`src/rtl/fifo_rd_pkg.sv`:
```
// Shared types and helpers for the FIFO read-side packer.
package fifo_rd_pkg;

  localparam int unsigned DEF_DSIZE = 8;
  localparam int unsigned DEF_PACK  = 4;
  localparam int unsigned MAX_PACK  = 32;

  // Beat layout for the default DSIZE/PACK configuration.
  typedef struct packed {
    logic [DEF_DSIZE*DEF_PACK-1:0] data;
    logic [DEF_PACK-1:0]           keep;
    logic                          partial;
  } beat_t;

  // Lane mask with the low 'count' lanes set, capped at 'pack' lanes.
  function automatic logic [MAX_PACK-1:0] keep_mask(input int unsigned count,
                                                    input int unsigned pack);
    logic [MAX_PACK-1:0] m;
    m = '0;
    for (int unsigned i = 0; i < MAX_PACK; i++) begin
      if (i < count && i < pack) m[i] = 1'b1;
    end
    return m;
  endfunction

endpackage

```
`src/rtl/fifo_rd_packer_beat_reg.sv`:
```
// One-entry valid/ready holding register for an output beat.
module fifo_beat_reg #(
  parameter type beat_t = fifo_rd_pkg::beat_t
) (
  input  logic  clk,
  input  logic  rst_n,
  input  logic  load,
  input  logic  ready,
  input  beat_t d,
  output logic  valid,
  output beat_t q,
  output logic  free
);

  assign free = !valid || ready;

  // Capture a new beat on load; otherwise drop valid once it is accepted.
  always_ff @(posedge clk or negedge rst_n) begin
    if (!rst_n) begin
      valid <= 1'b0;
      q     <= '0;
    end else if (load) begin
      valid <= 1'b1;
      q     <= d;
    end else if (ready) begin
      valid <= 1'b0;
    end
  end

endmodule

```
`src/rtl/fifo_rd_packer.sv`:
```
// Pops words from the async FIFO read port and packs PACK of them into one
// valid/ready beat; a flush request emits a partially filled beat.
module fifo_rd_packer
  import fifo_rd_pkg::*;
#(
  parameter int unsigned DSIZE = 8,
  parameter int unsigned PACK  = 4
) (
  input  logic                  r_clk,
  input  logic                  rstn,
  input  logic                  rempty,
  input  logic [DSIZE-1:0]      rdata,
  output logic                  rinc,
  input  logic                  flush,
  output logic                  flush_busy,
  output logic                  m_valid,
  input  logic                  m_ready,
  output logic [DSIZE*PACK-1:0] m_data,
  output logic [PACK-1:0]       m_keep,
  output logic                  m_partial
);

  localparam int unsigned CNT_W = $clog2(PACK + 1);

  typedef struct packed {
    logic [DSIZE*PACK-1:0] data;
    logic [PACK-1:0]       keep;
    logic                  partial;
  } lbeat_t;

  typedef enum logic {FL_IDLE, FL_BUSY} fl_state_t;

  fl_state_t                   fl_state, fl_state_nxt;
  logic                        run;
  logic [CNT_W-1:0]            count, count_nxt, lane_idx;
  logic [PACK-1:0][DSIZE-1:0]  asm_q;
  logic                        free, move, full, nonzero;
  logic [MAX_PACK-1:0]         keep_wide;
  lbeat_t                      beat_d, beat_q;

  assign full       = (count == CNT_W'(PACK));
  assign nonzero    = (count != '0);
  assign flush_busy = (fl_state == FL_BUSY);
  assign move       = free && (full || (flush_busy && nonzero));
  assign rinc       = run && !rempty && !flush_busy && (!full || move);
  // A pop that coincides with a move restarts the beat at lane 0.
  assign lane_idx   = move ? '0 : count;

  // Run flag: rises on the first edge after reset release to gate pops.
  always_ff @(posedge r_clk or negedge rstn) begin
    if (!rstn) run <= 1'b0;
    else       run <= 1'b1;
  end

  // Next fill count: reset on move (plus the coinciding pop), else count pops.
  always_comb begin
    count_nxt = count;
    if (move)      count_nxt = rinc ? CNT_W'(1) : '0;
    else if (rinc) count_nxt = count + CNT_W'(1);
  end

  // Fill counter and assembly lanes.
  always_ff @(posedge r_clk or negedge rstn) begin
    if (!rstn) begin
      count <= '0;
      asm_q <= '0;
    end else begin
      count <= count_nxt;
      for (int unsigned i = 0; i < PACK; i++) begin
        if (rinc && lane_idx == CNT_W'(i)) asm_q[i] <= rdata;
      end
    end
  end

  // Beat candidate: unfilled lanes are forced to zero.
  always_comb begin
    keep_wide      = keep_mask(int'(count), PACK);
    beat_d         = '0;
    beat_d.keep    = keep_wide[PACK-1:0];
    beat_d.partial = !full;
    for (int unsigned i = 0; i < PACK; i++) begin
      beat_d.data[i*DSIZE +: DSIZE] = keep_wide[i] ? asm_q[i] : '0;
    end
  end

  // Flush state register.
  always_ff @(posedge r_clk or negedge rstn) begin
    if (!rstn) fl_state <= FL_IDLE;
    else       fl_state <= fl_state_nxt;
  end

  // Flush next-state: accept in idle, finish on the move or when nothing is held.
  always_comb begin
    fl_state_nxt = fl_state;
    case (fl_state)
      FL_IDLE: if (flush) fl_state_nxt = FL_BUSY;
      FL_BUSY: if (move || !nonzero) fl_state_nxt = FL_IDLE;
      default: fl_state_nxt = FL_IDLE;
    endcase
  end

  fifo_beat_reg #(.beat_t(lbeat_t)) u_beat_reg (
    .clk   (r_clk),
    .rst_n (rstn),
    .load  (move),
    .ready (m_ready),
    .d     (beat_d),
    .valid (m_valid),
    .q     (beat_q),
    .free  (free)
  );

  assign m_data    = beat_q.data;
  assign m_keep    = beat_q.keep;
  assign m_partial = beat_q.partial;

endmodule

```
`config.mk`:
```
export PLATFORM = sky130hd
export DESIGN_NAME = fifo_rd_packer
export DESIGN_NICKNAME = d
export VERILOG_FILES = /design/src/rtl/fifo_rd_pkg.sv /design/src/rtl/fifo_rd_packer_beat_reg.sv /design/src/rtl/fifo_rd_packer.sv
export SDC_FILE = /design/constraint.sdc
export NUM_CORES = 1
export LEC_CHECK = 0
export CORE_MARGIN = 1
export CORE_UTILIZATION = 55
export CTS_BUF_LIST = sky130_fd_sc_hd__clkbuf_4
export CTS_CLUSTER_SIZE = 14
export DETAILED_ROUTE_END_ITERATION = 7
export GPL_TIMING_DRIVEN = 0
export PLACE_DENSITY = 0.82
export SETUP_SLACK_MARGIN = 0.4
export SYNTH_ARGS = -nofsm -noshare
export SYNTH_HDL_FRONTEND = slang
export SYNTH_SLANG_ARGS = --single-unit
```
`constraint.sdc`:
```
create_clock -name r_clk -period 2.7 [get_ports r_clk]
set_input_delay 0.27 -clock r_clk [delete_from_list [all_inputs] [get_ports r_clk]]
set_output_delay 0.27 -clock r_clk [all_outputs]
set_load 0.1 [all_outputs]
```
### Word-level counts from Yosys, hierarchy flattened

Index checks and enable logic that the tools add are counted.

| cells by class | value |
|---|---|
| add/subtract/negate cells | 1 |
| $lt $le $gt $ge | 4 |
| equal/unequal tests | 4 |
| muxes and demuxes | 17 |
| bitwise gates (word level) | 1 |
| reductions and logical operators | 22 |

Operators by type and width:

| cell | number |
|---|---|
| 8-bit 2-to-1 mux | 4 |
| 1-bit logical AND | 9 |
| 1-bit 2-to-1 mux | 9 |
| 3-bit 2-to-1 mux | 3 |
| 3-bit by 2-bit == test with 1-bit output (second input constant) | 2 |
| 1-bit by 3-bit less-than comparator with 1-bit output (first input constant) | 2 |
| 2-bit by 3-bit less-than comparator with 1-bit output (first input constant) | 2 |
| 1-bit logical NOT | 5 |
| 1-bit logical OR | 4 |
| 2-bit nonzero test | 2 |
| 3-bit by 1-bit adder with 3-bit output (second input constant) | 1 |
| 3-bit by 1-bit == test with 1-bit output (second input constant) | 1 |
| 3-bit == test (second input constant) | 1 |
| 3-bit logical NOT | 1 |
| 3-bit nonzero test | 1 |
| 1-bit case mux with 2 select lines | 1 |
| 1-bit inverter | 1 |

| storage, ports and cells | value |
|---|---|
| register bits after elaboration | 75 |
| input port bits | 13 |
| output and inout port bits | 40 |
| logic and storage cells | 60 |

### Depth between registers and ports, before layout

| depth | value |
|---|---|
| depth after elaboration | 8 |
| mapped depth | 7 |
| depth with buffers taken out | 5 |

### Cells and area by module

Synthesis repeated with hierarchy kept, for this count alone.

| second synthesis, totals | value |
|---|---|
| cells, all modules | 215 |
| area, all modules | 3235.6 µm² |

Modules (own cells, without submodules):

| module | instances | cells each | area an instance (µm²) | seq. area each (µm²) |
|---|---|---|---|---|
| fifo_rd_packer | 1 | 134 | 1745.4 | 925.9 |
| fifo_beat_reg | 1 | 81 | 1490.2 | 950.9 |

### Worst setup path after synthesis

Ideal clock, no wire load.

| timing path | value |
|---|---|
| kind | flip-flop to flip-flop |
| from | register fl_state (netlist: flush_busy) |
| to | register count[0] |
| library setup time | 0.191 ns |
| arrival time | 2.968 ns |
| required time | 2.509 ns |
| setup slack | -0.459 ns |
| stages on the path, launching flop included | 5 |
| path buffers | 1 |
| period minus slack after synthesis | 3.159 ns |
| cell sequence | dfrtp_1 -> or3b_4 -> buf_2 -> nor2_1 -> xnor2_1 |

| between the ends | value |
|---|---|
| cells in the longest elaborated chain, start to end | 7 |
| elaborated cells on any way between the ends | 10 |
| those cells by class | 2 x mux; 8 x reduce/logical |

RTL lines:

| what | line | text |
|---|---|---|
| start: declaration | fifo_rd_packer.sv:33 | `fl_state_t fl_state, fl_state_nxt;` |
| start signal: assignment | fifo_rd_packer.sv:89 | `else fl_state <= fl_state_nxt;` |
| 1-bit logical AND | fifo_rd_packer.sv:44 | `assign move = free && (full \|\| (flush_busy && nonzero));` |
| 1-bit logical OR | fifo_rd_packer.sv:44 |  |
| 1-bit logical AND | fifo_rd_packer.sv:44 |  |
| 1-bit logical OR | fifo_rd_packer.sv:45 | `assign rinc = run && !rempty && !flush_busy && (!full \|\| move);` |
| 1-bit logical AND * | fifo_rd_packer.sv:45 |  |
| via rinc | fifo_rd_packer.sv:13 | `output logic rinc,` |
| 1-bit 2-to-1 mux | fifo_rd_packer.sv:58 | `if (move) count_nxt = rinc ? CNT_W'(1) : '0;` |
| 3-bit 2-to-1 mux | fifo_rd_packer.sv:58 |  |
| end signal: assignment | fifo_rd_packer.sv:68 | `count <= count_nxt;` |
| end: declaration | fifo_rd_packer.sv:35 | `logic [CNT_W-1:0] count, count_nxt, lane_idx;` |

The timed path passes the listed nets; every way through them passes the cells marked *.
A chain may end at the register's enable or synchronous reset.

### Worst setup path in the final report

| timing path | value |
|---|---|
| from | register count[0] |
| to | output rinc |

| between the ends | value |
|---|---|
| cells in the longest elaborated chain, start to end | 6 |
| elaborated cells on any way between the ends | 8 |
| those cells by class | 1 x eq/ne; 7 x reduce/logical |

RTL lines:

| what | line | text |
|---|---|---|
| 3-bit nonzero test | fifo_rd_packer.sv:42 | `assign nonzero = (count != '0);` |
| 1-bit logical AND | fifo_rd_packer.sv:44 |  |
| 1-bit logical OR | fifo_rd_packer.sv:44 |  |
| 1-bit logical AND | fifo_rd_packer.sv:44 |  |
| 1-bit logical OR * | fifo_rd_packer.sv:45 |  |
| 1-bit logical AND * | fifo_rd_packer.sv:45 |  |
| end: declaration | fifo_rd_packer.sv:13 |  |

Mark *: on every way between the ends. The rest lies on a longest branch, timed or not.

==> results.cfg <==
[clocking]
cts_tree = yes
cts_buffer_depth = 2
clockRootBuffer = clkbuf_4
path_clk_slew_ns = 0.11
cts_max_level = 3
postCtsSetupRepairBufs = 0
clkLatencyLatePin_ns = 0.41
clkSinkCount = 75
cts_buffers = 9

[place]
place_area_mm2 = 0.00390
gp_congestion = 0.849
port_buffers = 52
dp_hpwl_mm = 4.96

[sta]
fmax_mhz = 442
finClkSkew_ns = 0.0132
finalCritPeriodShare = 0.837
finalSetupTns_ns = 0
setup_violations = 0
worst_pin_slew_ns = 0.988
slew-limit-headroom = 0.340
maxSlewViolCount = 0
rsz0062_at_grt = yes
finalHoldViolCount = 0
post-route-min-period_ns = 2.26

[min_path]
min_path_type = in -> async

[floorplan]
dieArea_mm2 = 0.00623
ios = 53
core-area_mm2 = 0.00561
rows = 27
start_util = 0.580
fp.dieH_um = 78.9
fp.dieW_um = 78.9

[setup_path]
crit_family = buffers and inverters
worstSetupStartpointType = flop
timing.rr.end = u_beat_reg.q[12]
reg2regPathDepth = 7
rrSetupSlack_ns = 0.49
critPathKind = reg -> out
critPathMaxStageDelay_ns = 0.46
cp.required_ns = 2.43
critPathArrivalTime_ns = 1.99
path_buf_inv = 3
reg2reg_from = count[0]
worst-path-max-fanout = 10
cp_slowest_cell = dfrtp_2
path_cells = inv_1 -> ha_2 -> and4b_1 -> clkbuf_2 -> nor2_4 -> buf_6
end_kind = output port

[grt]
gr-usage-all-layers = 0.265
grt_start_max_net_pins = 76
grt_pass1_wl_mm = 12.4
grt_pass1_vias = 2476
antenna_found_initial = 0
grt-ovfl-total = 0

[drt]
first_iter_violations = 243
routedWlPerCell_um = 17.7
drt-total-wl_mm = 7.54
dr.pass1.iters = 6
drc = 0
dr_total_vias = 2567
ant_nets = 0
drt-vias-per-instance = 6.01

[yosys]
synth_flop_cell = dfrtp_1
synth_seq_area_share = 0.577
synth_nets = 300
synth_edf_count = 0
async_flop_share = 1.00
syn_avg_cell_area_um2 = 11.4
syn_inst = 285
ys_ff_latch = 75
yosysUniqueCellTypes = 32
netlist_area_mm2 = 0.00325
ys_warn_count = 0

[status]
status = finished, final reports clean

[flow_run]
maxCapViolations = 0

[finish]
layout_commonest_cell = dfrtp_1
layout.nets = 365
fin_util = 0.731
fillers = 404
multi_input_area_mm2 = 0.00129
areaGrowthSynthToFinish_pct = 26.0
seq_area_mm2 = 0.00188
num_antenna_cells = 0
final_area_mm2 = 0.00410
drive_above_1_share = 0.208
final_cell_mix = dfrtp_1 (73), o21ai_0 (71), clkdlybuf4s50_1 (49), mux2_2 (27), nand2_1 (26)
## stage by stage
stage,hold WS (ns),setup WS (ns),std cells
after global routing,0.423,0.354,427
after detailed placement,0.311,-0.191,410
final,0.406,0.439,427
after global placement,0.488,-1.40,409
after floorplan,-0.0256,0.495,285
after CTS,0.410,0.225,427
## area by class of cell
cell class / count / area share
Sequential cell: 75 / 0.458
Timing Repair Buffer: 54 / 0.136
Inverter: 3 / 0.00275
Clock inverter: 5 / 0.0189
Buffer: 23 / 0.0269
Multi-Input combinational cell: 184 / 0.314
Clock buffer: 11 / 0.0201
Tap cell: 72 / 0.0220
## what timing repair did
| action | CTS | global route |
|---|---|---|
| setup endpoints to repair | 13 | 39 |
| hold endpoints to repair | 75 | 0 |
| hold buffers | 1 | 0 |
| gates resized for setup | 11 | 16 |
## worst max-delay path by stage
| stage | startpoint | endpoint | slack, ns | cells past startpoint |
|---|---|---|---|---|
| final | count[0] | rinc | 0.44 | 6 |
| after global routing | count[0] | rinc | 0.35 | 6 |
| after CTS | count[0] | rinc | 0.23 | 6 |
| after detailed placement | count[0] | rinc | -0.19 | 6 |
| after global placement | rstn | flush_busy | -1.40 | 1 |
| after floorplan | u_beat_reg.valid | u_beat_reg.q[11] | 0.50 | 5 |
## cell usage after synthesis, types with 3 or more instances
cell type / n / area [um2]
mux2_2: 27 / 304
o211ai_1: 8 / 60.1
nor2_1: 3 / 11.3
nand3_1: 11 / 55.1
inv_1: 3 / 11.3
o21ai_0: 71 / 355
nand2_1: 26 / 97.6
dfrtp_1: 75 / 1880
o31a_1: 8 / 70.1
mux2_4: 8 / 120
clkbuf_1: 18 / 67.6
## metal layers
metal	up-vias	track usage	routed length (um)
met4	0	0.111	205
li1	1154	-	-
met2	114	0.406	3580
met1	1276	0.380	3230
met5	-	0	0
met3	23	0.0402	518
## tightest hold or removal path: stages
cell           delay (ns)
dlygate4sd3_1        0.52
buf_4                0.12
buf_16               0.30
## registers in the layout (all words and copies together) (netlist names)
| name | count |
|---|---|
| asm_q | 32 |
| count | 3 |
| flush_busy | 1 |
| run | 1 |
| u_beat_reg.q | 37 |
| u_beat_reg.valid | 1 |
## cell families after synthesis
logic type	share of synthesized area
flip-flops	0.577
adder cells (fa/ha/maj)	0.00769
AND/OR/NAND/NOR	0.0796
XOR/XNOR	0.00269
AO/OA/AOI/OAI	0.162
buffers and inverters	0.0331
multiplexers	0.137
other	0.00115
Power is not shown: default switching activity piles up to over one toggle a cycle in this logic, so the estimate is an artifact.
